$ cat config.mk
export PLATFORM = sky130hd
export DESIGN_NAME = pipe_stall_ctrl
export DESIGN_NICKNAME = d
export VERILOG_FILES = /design/src/rtl/pipe_stall_ctrl_pkg.sv /design/src/rtl/pipe_stall_ctrl_sat_counter.sv /design/src/rtl/pipe_stall_ctrl.sv
export SDC_FILE = /design/constraint.sdc
export NUM_CORES = 1
export LEC_CHECK = 0
export ABC_AREA = 1
export CORE_AREA = 8 8 133 228
export CTS_BUF_LIST = sky130_fd_sc_hd__clkbuf_2
export DETAILED_ROUTE_END_ITERATION = 10
export DIE_AREA = 0 0 141 236
export DONT_BUFFER_PORTS = 1
export SLEW_MARGIN = 10
export SYNTH_ARGS = -nofsm -noshare
export SYNTH_HDL_FRONTEND = slang
export SYNTH_SLANG_ARGS = --single-unit
$ cat constraint.sdc
create_clock -name clk -period 3.2 [get_ports clk]
set_input_delay 0.64 -clock clk [delete_from_list [all_inputs] [get_ports clk]]
set_output_delay 0.64 -clock clk [all_outputs]
set_load 0.005 [all_outputs]
$ cat src/rtl/pipe_stall_ctrl_pkg.sv
// Shared stall-bus definitions for the pipeline: bus width, Stop/NoStop
// levels, hold-state encodings and the per-winner stall patterns.
package pipe_stall_ctrl_pkg;

  localparam int unsigned StallBusW = 6;

  localparam logic Stop   = 1'b1;
  localparam logic NoStop = 1'b0;

  // bit0 PC, bit1 IF, bit2 ID, bit3 EX, bit4 MEM, bit5 WB
  typedef logic [StallBusW-1:0] stall_bus_t;

  typedef enum logic [1:0] {
    StallRun     = 2'd0,
    StallIdHold  = 2'd1,
    StallExHold  = 2'd2,
    StallMemHold = 2'd3
  } stall_state_e;

  // Each pattern holds the winning stage and all earlier stages; the next
  // stage sees NoStop and therefore loads a bubble.
  localparam stall_bus_t StallPatId  = {NoStop, NoStop, NoStop, Stop,   Stop, Stop};
  localparam stall_bus_t StallPatEx  = {NoStop, NoStop, Stop,   Stop,   Stop, Stop};
  localparam stall_bus_t StallPatMem = {NoStop, Stop,   Stop,   Stop,   Stop, Stop};

  function automatic stall_bus_t stall_pattern(input stall_state_e winner);
    stall_bus_t pat;
    pat = '0;
    case (winner)
      StallIdHold:  pat = StallPatId;
      StallExHold:  pat = StallPatEx;
      StallMemHold: pat = StallPatMem;
      default:      pat = '0;
    endcase
    return pat;
  endfunction

endpackage

$ cat src/rtl/pipe_stall_ctrl_sat_counter.sv
// Saturating up-counter with synchronous reset and clear; clear wins over
// increment, increment stops at all-ones.
module sat_counter #(
  parameter int unsigned W = 8
) (
  input  logic         clk,
  input  logic         rst,
  input  logic         clr,
  input  logic         inc,
  output logic [W-1:0] q
);

  logic [W-1:0] r_q;

  // Count register: reset/clear to zero, otherwise increment until all-ones.
  always_ff @(posedge clk) begin
    if (rst || clr) begin
      r_q <= '0;
    end else if (inc && (r_q != '1)) begin
      r_q <= r_q + 1'b1;
    end
  end

  assign q = r_q;

endmodule

$ cat src/rtl/pipe_stall_ctrl.sv
// Central pipeline stall controller: fixed-priority arbitration of
// MEM > EX > ID stall requests, StallBus generation, hold-state tracking,
// per-source stall-cycle counters and sticky protocol-error flags.
module pipe_stall_ctrl
  import pipe_stall_ctrl_pkg::*;
#(
  parameter int unsigned EX_TIMEOUT = 64,
  parameter int unsigned CNT_W      = 32
) (
  input  logic             clk,
  input  logic             rst,
  input  logic             stallreq_from_id,
  input  logic             stallreq_from_ex,
  input  logic             stallreq_from_mem,
  input  logic             cnt_clr,
  output logic [5:0]       stall,
  output logic [1:0]       stall_state,
  output logic [CNT_W-1:0] cnt_id_stall,
  output logic [CNT_W-1:0] cnt_ex_stall,
  output logic [CNT_W-1:0] cnt_mem_stall,
  output logic             ex_timeout,
  output logic             lu_err
);

  localparam logic [7:0] ExTimeoutLim = 8'(EX_TIMEOUT);

  stall_state_e r_state;
  stall_state_e w_next;
  logic         w_win_id;
  logic         w_win_ex;
  logic         w_win_mem;
  logic [7:0]   r_ex_run;
  logic [7:0]   w_ex_run_inc;
  logic         r_ex_timeout;
  logic         r_lu_err;

  // State register: remembers last cycle's winner.
  always_ff @(posedge clk) begin
    if (rst) begin
      r_state <= StallRun;
    end else begin
      r_state <= w_next;
    end
  end

  // Next-state: the winner of this cycle under fixed priority MEM > EX > ID.
  always_comb begin
    w_next = StallRun;
    if (stallreq_from_mem) begin
      w_next = StallMemHold;
    end else if (stallreq_from_ex) begin
      w_next = StallExHold;
    end else if (stallreq_from_id) begin
      w_next = StallIdHold;
    end
  end

  // Output: stall pattern follows the current winner, released during reset.
  always_comb begin
    stall = '0;
    if (!rst) begin
      stall = stall_pattern(w_next);
    end
  end

  assign w_win_id    = (w_next == StallIdHold);
  assign w_win_ex    = (w_next == StallExHold);
  assign w_win_mem   = (w_next == StallMemHold);
  assign stall_state = r_state;

  sat_counter #(.W(CNT_W)) u_cnt_id (
    .clk (clk),
    .rst (rst),
    .clr (cnt_clr),
    .inc (w_win_id),
    .q   (cnt_id_stall)
  );

  sat_counter #(.W(CNT_W)) u_cnt_ex (
    .clk (clk),
    .rst (rst),
    .clr (cnt_clr),
    .inc (w_win_ex),
    .q   (cnt_ex_stall)
  );

  sat_counter #(.W(CNT_W)) u_cnt_mem (
    .clk (clk),
    .rst (rst),
    .clr (cnt_clr),
    .inc (w_win_mem),
    .q   (cnt_mem_stall)
  );

  // The run counter parks at the limit, so the flag is set on the same edge
  // the count first reaches EX_TIMEOUT.
  assign w_ex_run_inc = (r_ex_run == ExTimeoutLim) ? r_ex_run : r_ex_run + 8'd1;

  // EX-run tracking: counts consecutive EX wins, any other winner restarts it.
  always_ff @(posedge clk) begin
    if (rst) begin
      r_ex_run     <= '0;
      r_ex_timeout <= 1'b0;
    end else if (w_win_ex) begin
      r_ex_run <= w_ex_run_inc;
      if (w_ex_run_inc == ExTimeoutLim) begin
        r_ex_timeout <= 1'b1;
      end
    end else begin
      r_ex_run <= '0;
    end
  end

  // Load-use error: ID winning right after an ID hold means a second bubble.
  always_ff @(posedge clk) begin
    if (rst) begin
      r_lu_err <= 1'b0;
    end else if ((r_state == StallIdHold) && w_win_id) begin
      r_lu_err <= 1'b1;
    end
  end

  assign ex_timeout = r_ex_timeout;
  assign lu_err     = r_lu_err;

endmodule

==> results of run 1 <==
==> what timing repair did <==
action / in CTS / in global routing
endpoints found under the hold margin: 4 / 0
hold buffers: 1 / 0
endpoints found under the setup margin: 0 / 0
buffers inserted: 0 / 0
==> cell usage after synthesis (all sizes together), types with 8 or more instances <==
| library cell | number |
|---|---|
| xnor2 | 12 |
| xor2 | 32 |
| nand2 | 457 |
| nor3 | 8 |
| inv | 68 |
| nand3b | 29 |
| a21oi | 80 |
| buf | 20 |
| clkbuf | 9 |
| dfxtp | 108 |
| nand4 | 10 |
| nand3 | 28 |
| nor2 | 210 |
| o21ai | 14 |
==> worst register-to-register path, cell delays in order, from the launching register on <==
cell and delay, ns:
sky130_fd_sc_hd__dfxtp_1 0.52, sky130_fd_sc_hd__ha_1 0.23, sky130_fd_sc_hd__nand2_1 0.09, sky130_fd_sc_hd__nor2_4 0.15, sky130_fd_sc_hd__nand2_2 0.12, sky130_fd_sc_hd__nor2_4 0.16, sky130_fd_sc_hd__nand2_2 0.08, sky130_fd_sc_hd__nand2_4 0.29
sky130_fd_sc_hd__inv_2 0.33, sky130_fd_sc_hd__nand2_1 0.17, sky130_fd_sc_hd__nand2_1 0.06, sky130_fd_sc_hd__nand2_1 0.05, sky130_fd_sc_hd__nor2_1 0.04
==> sequential cells by signal (all words and copies together) (netlist names) <==
signal and count:
r_ex_run 8, u_cnt_ex.q 32, ex_timeout 1, lu_err 1, u_cnt_mem.q 32, stall_state 2
u_cnt_id.q 32
==> path summary, 6_finish.rpt <==
path              slack, ns              end
setup reg to reg       0.83   u_cnt_ex.q[19]
hold reg to reg        0.51       ex_timeout
setup / recovery       0.83   u_cnt_ex.q[19]
hold / removal         0.14  u_cnt_mem.q[18]
==> cell type report <==
| cell class | count | area (um2) | share of cell area [%] |
|---|---|---|---|
| diodes | 1 | 2.502 | 0.03498 |
| clock buffers | 9 | 45.04 | 0.6297 |
| clock inverters | 6 | 87.58 | 1.224 |
| inverters | 68 | 257.7 | 3.603 |
| multi-input cells | 890 | 4084 | 57.09 |
| flip-flops and latches | 108 | 2162 | 30.23 |
| well taps | 369 | 461.7 | 6.454 |
| repair buffers | 5 | 52.55 | 0.7347 |
==> routing by layer <==
metal	GRT usage [%]	vias to the layer above	wire, um
li1	-	3388	-
met1	11.13	3000	7406
met2	25.43	163	11920
met3	3.904	63	1291
met4	9.490	0	1174
met5	0	-	0
==> per-stage QoR <==
step	hold WS, ns	power, W	std cells	instance area [um2]	utilization, %
finish	0.1412	0.002225	1456	7153	26.37
global route	0.03660	0.002334	1456	7153	26.37
CTS	0.003821	0.002284	1455	7151	26.36
detailed placement	0.4760	0.001493	1439	7008	25.83
global placement	0.4710	0.001491	1439	7008	25.83
floorplan	0.4405	0.001477	1095	6720	-
==> power by group through the flow <==
stage	logic, W	clock network (W)	registers (W)
finish	0.000103	0.000756	0.00137
global route	0.000116	0.000849	0.00137
CTS	0.000107	0.000810	0.00137
detailed placement	0.000104	0	0.00139
floorplan	0.0000920	0	0.00138
global placement	0.000103	0	0.00139
==> logic make-up (layout without fill, tap and decap cells) <==
| family | count (synthesis) | after routing | share of synthesized area, % |
|---|---|---|---|
| adder cells (fa/ha/maj) | 5 | 5 | 0.9309 |
| XOR/XNOR | 44 | 44 | 5.735 |
| other | 1 | 2 | 0.05580 |
| buffers and inverters | 97 | 88 | 7.094 |
| AO/OA/AOI/OAI | 95 | 95 | 7.112 |
| AND/OR/NAND/NOR | 745 | 745 | 46.90 |
| flip-flops | 108 | 108 | 32.17 |
==> results list, run 1 <==
* Critical path endpoint category: flip-flop
- The final-report hold violation count came to 0.
- The floorplan step set the die width to 141 um.
- STA classifies the critical path startpoint as a flip-flop.
- The die is roughly 240 um tall.
* Final worst path period share: 73.97%
- Based on the critical path, the design can be clocked at up to ~420 MHz.
- The number of nets in the synthesized netlist is between 1,000 and 1,500.
- Worst hold start: stallreq_from_mem
- Remaining global-route overflow: 0
- Setup slack closes at around 0.83 ns.
* Layout cells sized above 1: roughly 5.3%
* Initial Util: 24.77%
* Commonest non-fill, non-tap cells in the layout: sky130_fd_sc_hd__nand2_1, sky130_fd_sc_hd__nor2_1, sky130_fd_sc_hd__dfxtp_1
- The library cell used most frequently in the layout, excluding fill and tap cells, is sky130_fd_sc_hd__nand2_1.
- The top cell type by area accounts for approximately 32% of the synthesized area.
* Min Tclk post-route: roughly 2.4 ns
* Setup repair after global routing missed its margin: no
- Iteration count of the initial detailed-routing pass: 5
- The final route contains 6,614 vias.
* Via density per instance: around 4.5
- The worst register-to-register path begins at u_cnt_ex.q[0].
* Number of fill cells in the layout: about 3,000
* Cell type with the largest total area after synthesis: sky130_fd_sc_hd__dfxtp_1
- Counting flops and latches in the post-synthesis netlist gives 108.
- Of the total power, the clock network draws approximately 34%.
- Number of max-cap violations: 0
- Vias in the first global route: 6,422
* Total Neg Setup Slack: 0 ns
- During placement, the flow inserted port buffers numbering 0.
- Worst slew margin: 61.27%
- The critical path is of the reg -> reg type.
- The internal power of the cells totals 0.001631 W.
* Wire length of the first global-routing pass: about 34,000 um
- Summing the sequential cell areas from Yosys gives between 30% and 40% of the chip area.
* Post-synthesis instance area: 6720 um2
- The clock passes through at most 2 buffers.
- Of the total power, registers draw 61.4%.
* ANT nets after route: 0
- For this block, the routed nets add up to 21,790 um of wire.
* Number of nets at the end of the flow: ~1,100
* Worst slack at placement: about 0.74 ns
- Average cell area after synthesis: between 6 and 7 um2
- Across the VDD grid, the largest voltage drop is between 0.0001 and 0.00015 V.
- Switching share of power: around a quarter
- Together, buffers and inverters on the worst path number 1.
- At the worst endpoint, the arrival time is roughly 3.0 ns.
- Worst skew pair latency: ~0.68 ns
- Gate family responsible for the most delay along the worst path: simple AND/OR/NAND/NOR gates
* Cells after synthesis: about 1,100
* Core Footprint: about 27,000 um2
- Summed over all cells, the static leakage comes to about 2.3 nW.
- Average detailed-routed wire length per instance: ~15 um
- Net switching component of the power: slightly below 0.0006 W
- Post-cts sizing count: 0
* Worst Setup SP: u_cnt_ex.q[0]
* Antenna violations before repair: 1
- Measured in cells, the most critical reg-to-reg path has a length of 12.
- After synthesis, the cell types taking the most area are sky130_fd_sc_hd__dfxtp_1, sky130_fd_sc_hd__nand2_1, sky130_fd_sc_hd__nor2_1.
- In this run, CTS created clock tree buffers numbering 9.
* Cells on Worst Hold Path: 3
* Die area: between 30,000 and 40,000 um2
* Async set or reset register ratio after synthesis: 0%
- Entering global routing, the biggest net connects 50 pins.
* Number of clock sinks: 108
- In this run, synthesis inferred 0 flip-flops with an integrated enable.
- In this run, the number of DRC markers left after iteration 0 of detailed routing was 263.
- Number of library cell types mapped by synthesis: 31
* Hold WC Path Type: in -> reg
- GRT Resource Usage Total: roughly an eighth
* Worst-path cell with the longest stage delay: sky130_fd_sc_hd__dfxtp_1
* Primary flip-flop cell chosen by synthesis mapping: sky130_fd_sc_hd__dfxtp_1
* Combinational power share: about 4.6%
- Synthesis Warnings: 0
- CP peak stage delay: ~0.52 ns
* Crit path depth: 12
- In this run the count of I/O pins placed on the die edge is 112.
- The tree is rooted in a sky130_fd_sc_hd__clkbuf_2.
- Synth-to-Final Area Change: 6.442%
- Total of endpoints with negative setup slack in the final report: 0
* # rows: 80
- The number of pins exceeding their max-slew limit in the final report is 0.
- Required time of the critical path: around 3.8 ns
- Critical Path Most Common Cell: sky130_fd_sc_hd__nand2_1
- H-tree level count: 3
* Power Density: around 310 nW/um2
- Measured slew at the worst slew-check pin: 0.5801 ns
- Between clock sinks in the finished design, the worst skew comes to roughly 0.032 ns.
- Clock tree from TritonCTS: built
* Critical path fanouts, max: 32
- For this run, design rule violations remaining after detail routing come to 0.
- Routability congestion estimate: approximately 0.93
- Outcome: complete, no violations
- Walking the worst path, the cells encountered are ha_1 -> nand2_1 -> nor2_4 -> nand2_2 -> nor2_4 -> nand2_2 -> nand2_4 -> inv_2 -> nand2_1 -> nand2_1 -> nand2_1 -> nor2_1.
* Clock-pin slew on the worst setup and hold paths: ~0.29 ns
- Final HPWL from detailed placement: 17,000 um
Note: power is estimated with default switching activity, not from simulation.
==> inputs of run 2 (changes only) <==
==> constraint.sdc (replaced) <==
create_clock -name clk -period 2.4 [get_ports clk]
set_input_delay 0.48 -clock clk [delete_from_list [all_inputs] [get_ports clk]]
set_output_delay 0.48 -clock clk [all_outputs]
set_load 0.005 [all_outputs]
==> results list, run 2 (synthesized netlist as in run 1, its figures left out) <==
- Walking the worst path, the cells encountered are inv_1 -> o21ai_0 -> dlygate4sd3_1 -> buf_4 -> inv_1 -> nor2_1 -> nor2_1 -> inv_1.
- Of the cells placed in the final design, the portion with a size suffix greater than 1 is 8.995%.
- Hold buffer count at cts: 5
- ANT nets after route: 0
* Final HPWL from detailed placement: about 18,000 um
- Global routing used between 10% and 20% of the available met1 tracks.
* Die outline width: approximately 140 um
- After filler insertion, the fill cell instance count of the layout stands at about 3,000.
- Required time of the critical path: about 1.9 ns
* Number of clock sinks: about 110
- IR drop worst, VDD: about 0.00019 V
- The worst pin sits at a relative slew slack of between 60% and 70%.
- The library cell used most frequently in the layout, excluding fill and tap cells, is sky130_fd_sc_hd__nand2_1.
- The congestion estimate from routability-driven global placement came to approximately 0.91.
- Wire length of the first global-routing pass: between 30,000 and 40,000 um
- The final critical path takes up roughly 94% of the cycle.
* Clock tree from TritonCTS: built
* Pin count of the biggest net entering global routing: 47
- Minimum setup slack among reg-to-reg paths: 0.31 ns
- Remaining global-route overflow: 0
* Vias in the first global route: around 6,500
* Via density per instance: 4.570
- The flow ran to the end, and the final reports show no timing, DRC or antenna violations.
- # DRC: 0
- Busiest grt layer: met2
* Global Route met3 Usage: 4.207%
- Core Footprint: 27,130 um2
- Setup repair after global routing missed its margin: no
* Cells on worst reg2reg path: 10
- For this design the static power due to leakage is between 2 and 3 nW.
- The number of pins exceeding their max-slew limit in the final report came to 0.
- Critical Path Most Common Cell: sky130_fd_sc_hd__inv_1
- For this block, the via count after detailed routing is roughly 6,900.
- Clock-pin slew on the worst setup and hold paths: roughly 0.32 ns
- The later pin in the worst-skew pair is clocked with a latency of 0.75 ns.
* Number of max-cap violations: 0
* Total Neg Setup Slack: 0 ns
- At the placement stage, the worst setup path has a slack of ~0.31 ns.
- Leaving out fill and tap cells, the most frequent cells in the layout are sky130_fd_sc_hd__nand2_1, sky130_fd_sc_hd__nor2_1, sky130_fd_sc_hd__dfxtp_1.
- The final-report hold violation count was 0.
* Port buffer count: 0
- Critical path fanouts, max: 3
- TritonCTS buffer count: 9
- After the first detailed-routing iteration, the DRC count stood at approximately 320.
- Average detailed-routed wire length per instance: around 15 um
* Min Tclk post-route: 2.267 ns
- STA classifies the critical path startpoint as a primary input.
- CP peak stage delay: roughly 0.56 ns
- The H-tree generated during clock tree synthesis spans 3 levels.
- Worst setup margin: between 0.1 and 0.15 ns
* # rows: 80
- Fmax: approximately 440 MHz
- Antenna violations before repair: 2
- Hold WC Path Type: in -> reg
- Die Y: ~240 um
- For this run, the post-layout net count is 1,140.
- Before antenna repair, the detailed router went through 4 iterations.
- Hold Slack: ~0.11 ns
- Final Power: 0.002933 W
- Initial Util: approximately a quarter
- Max clock buf depth: 2
- The slowest stage of the critical path is the sky130_fd_sc_hd__dlygate4sd3_1 cell.
* Critical path endpoint category: primary output
- CTS placed an instance of sky130_fd_sc_hd__clkbuf_2 at the clock tree root.
- Setup violations remaining at the end of the flow were counted as 0.
- The floorplan step defined a die boundary enclosing around 33,000 um2.
- Post-CTS setup-driven buffer insertion count: 0
* WP data arrival: ~1.8 ns
* I/O pin count: 112
* Measured slew at the worst slew-check pin: 0.5711 ns
- By startpoint and endpoint, the worst setup path is classified as in -> out.
- GRT Resource Usage Total: between 10 and 15%
- Skew final: between 0.04 and 0.05 ns
- Power Density: about 400 nW/um2
- The routed design has 22,710 um of wire.
* Cells on Worst Hold Path: 4
- The area growth from synthesis to layout is 11.60%.
- Global routing used about a quarter of the available met2 tracks.
- Once the clock tree was built, the resizer swapped 0 gates to a different size.
[run 2: changes by cell type in the layout (fill, tap and decap cells not counted), sizes merged]
cell,delta
dlygate4sd3,+4
clkinvlp,-1
clkbuf,+1
clkinv,+2
diode,+1
bufinv,-1
buf,+43
[run 2: power breakdown]
| part | internal, W | leakage (nW) | switching [W] |
|---|---|---|---|
| Clock | 0.000246 | 0.0700 | 0.000711 |
| Combinational | 0.0000377 | 1.63 | 0.000119 |
| Sequential | 0.00181 | 0.871 | 0.00000881 |
[run 2: worst max-delay path: cells and delay by family]
kind                   cells  cell delay, ns
and+or+nand+nor            2            0.28
buffers and inverters      5            0.90
AOI/OAI and AO/OA          1            0.12
[run 2: final timing paths]
path / start / end
worst max-delay path: stallreq_from_id / stall[1]
worst min-delay path: cnt_clr / u_cnt_id.q[18]
worst max register to register: u_cnt_mem.q[0] / u_cnt_mem.q[26]
worst min register to register: ex_timeout / ex_timeout
[run 2: stage by stage]
step           cells  util [%]  area, um2
3_5_place_dp    1482     27.02       7331
5_1_grt         1505     27.65       7500
2_1_floorplan   1095         -       6720
4_1_cts         1503     27.63       7495
6_report        1505     27.65       7500
3_3_place_gp    1482     27.02       7331
[run 2: metal layers]
| layer | wire (um) | share of wire, % |
|---|---|---|
| met5 | 0 | 0 |
| met1 | 7552 | 33 |
| met4 | 1484 | 6.5 |
| met3 | 1476 | 6.5 |
| met2 | 12200 | 54 |
[run 2: cell type report]
type                    instances  area [um2]  share of cell area, %
multi-input cells             890        4084                  54.45
flip-flops and latches        108        2162                  28.83
inverters                      68       257.7                  3.437
well taps                     369       461.7                  6.156
clock buffers                  10       50.05                 0.6673
clock inverters                 6       63.81                 0.8509
repair buffers                 52       415.4                  5.539
diodes                          2       5.005                0.06673
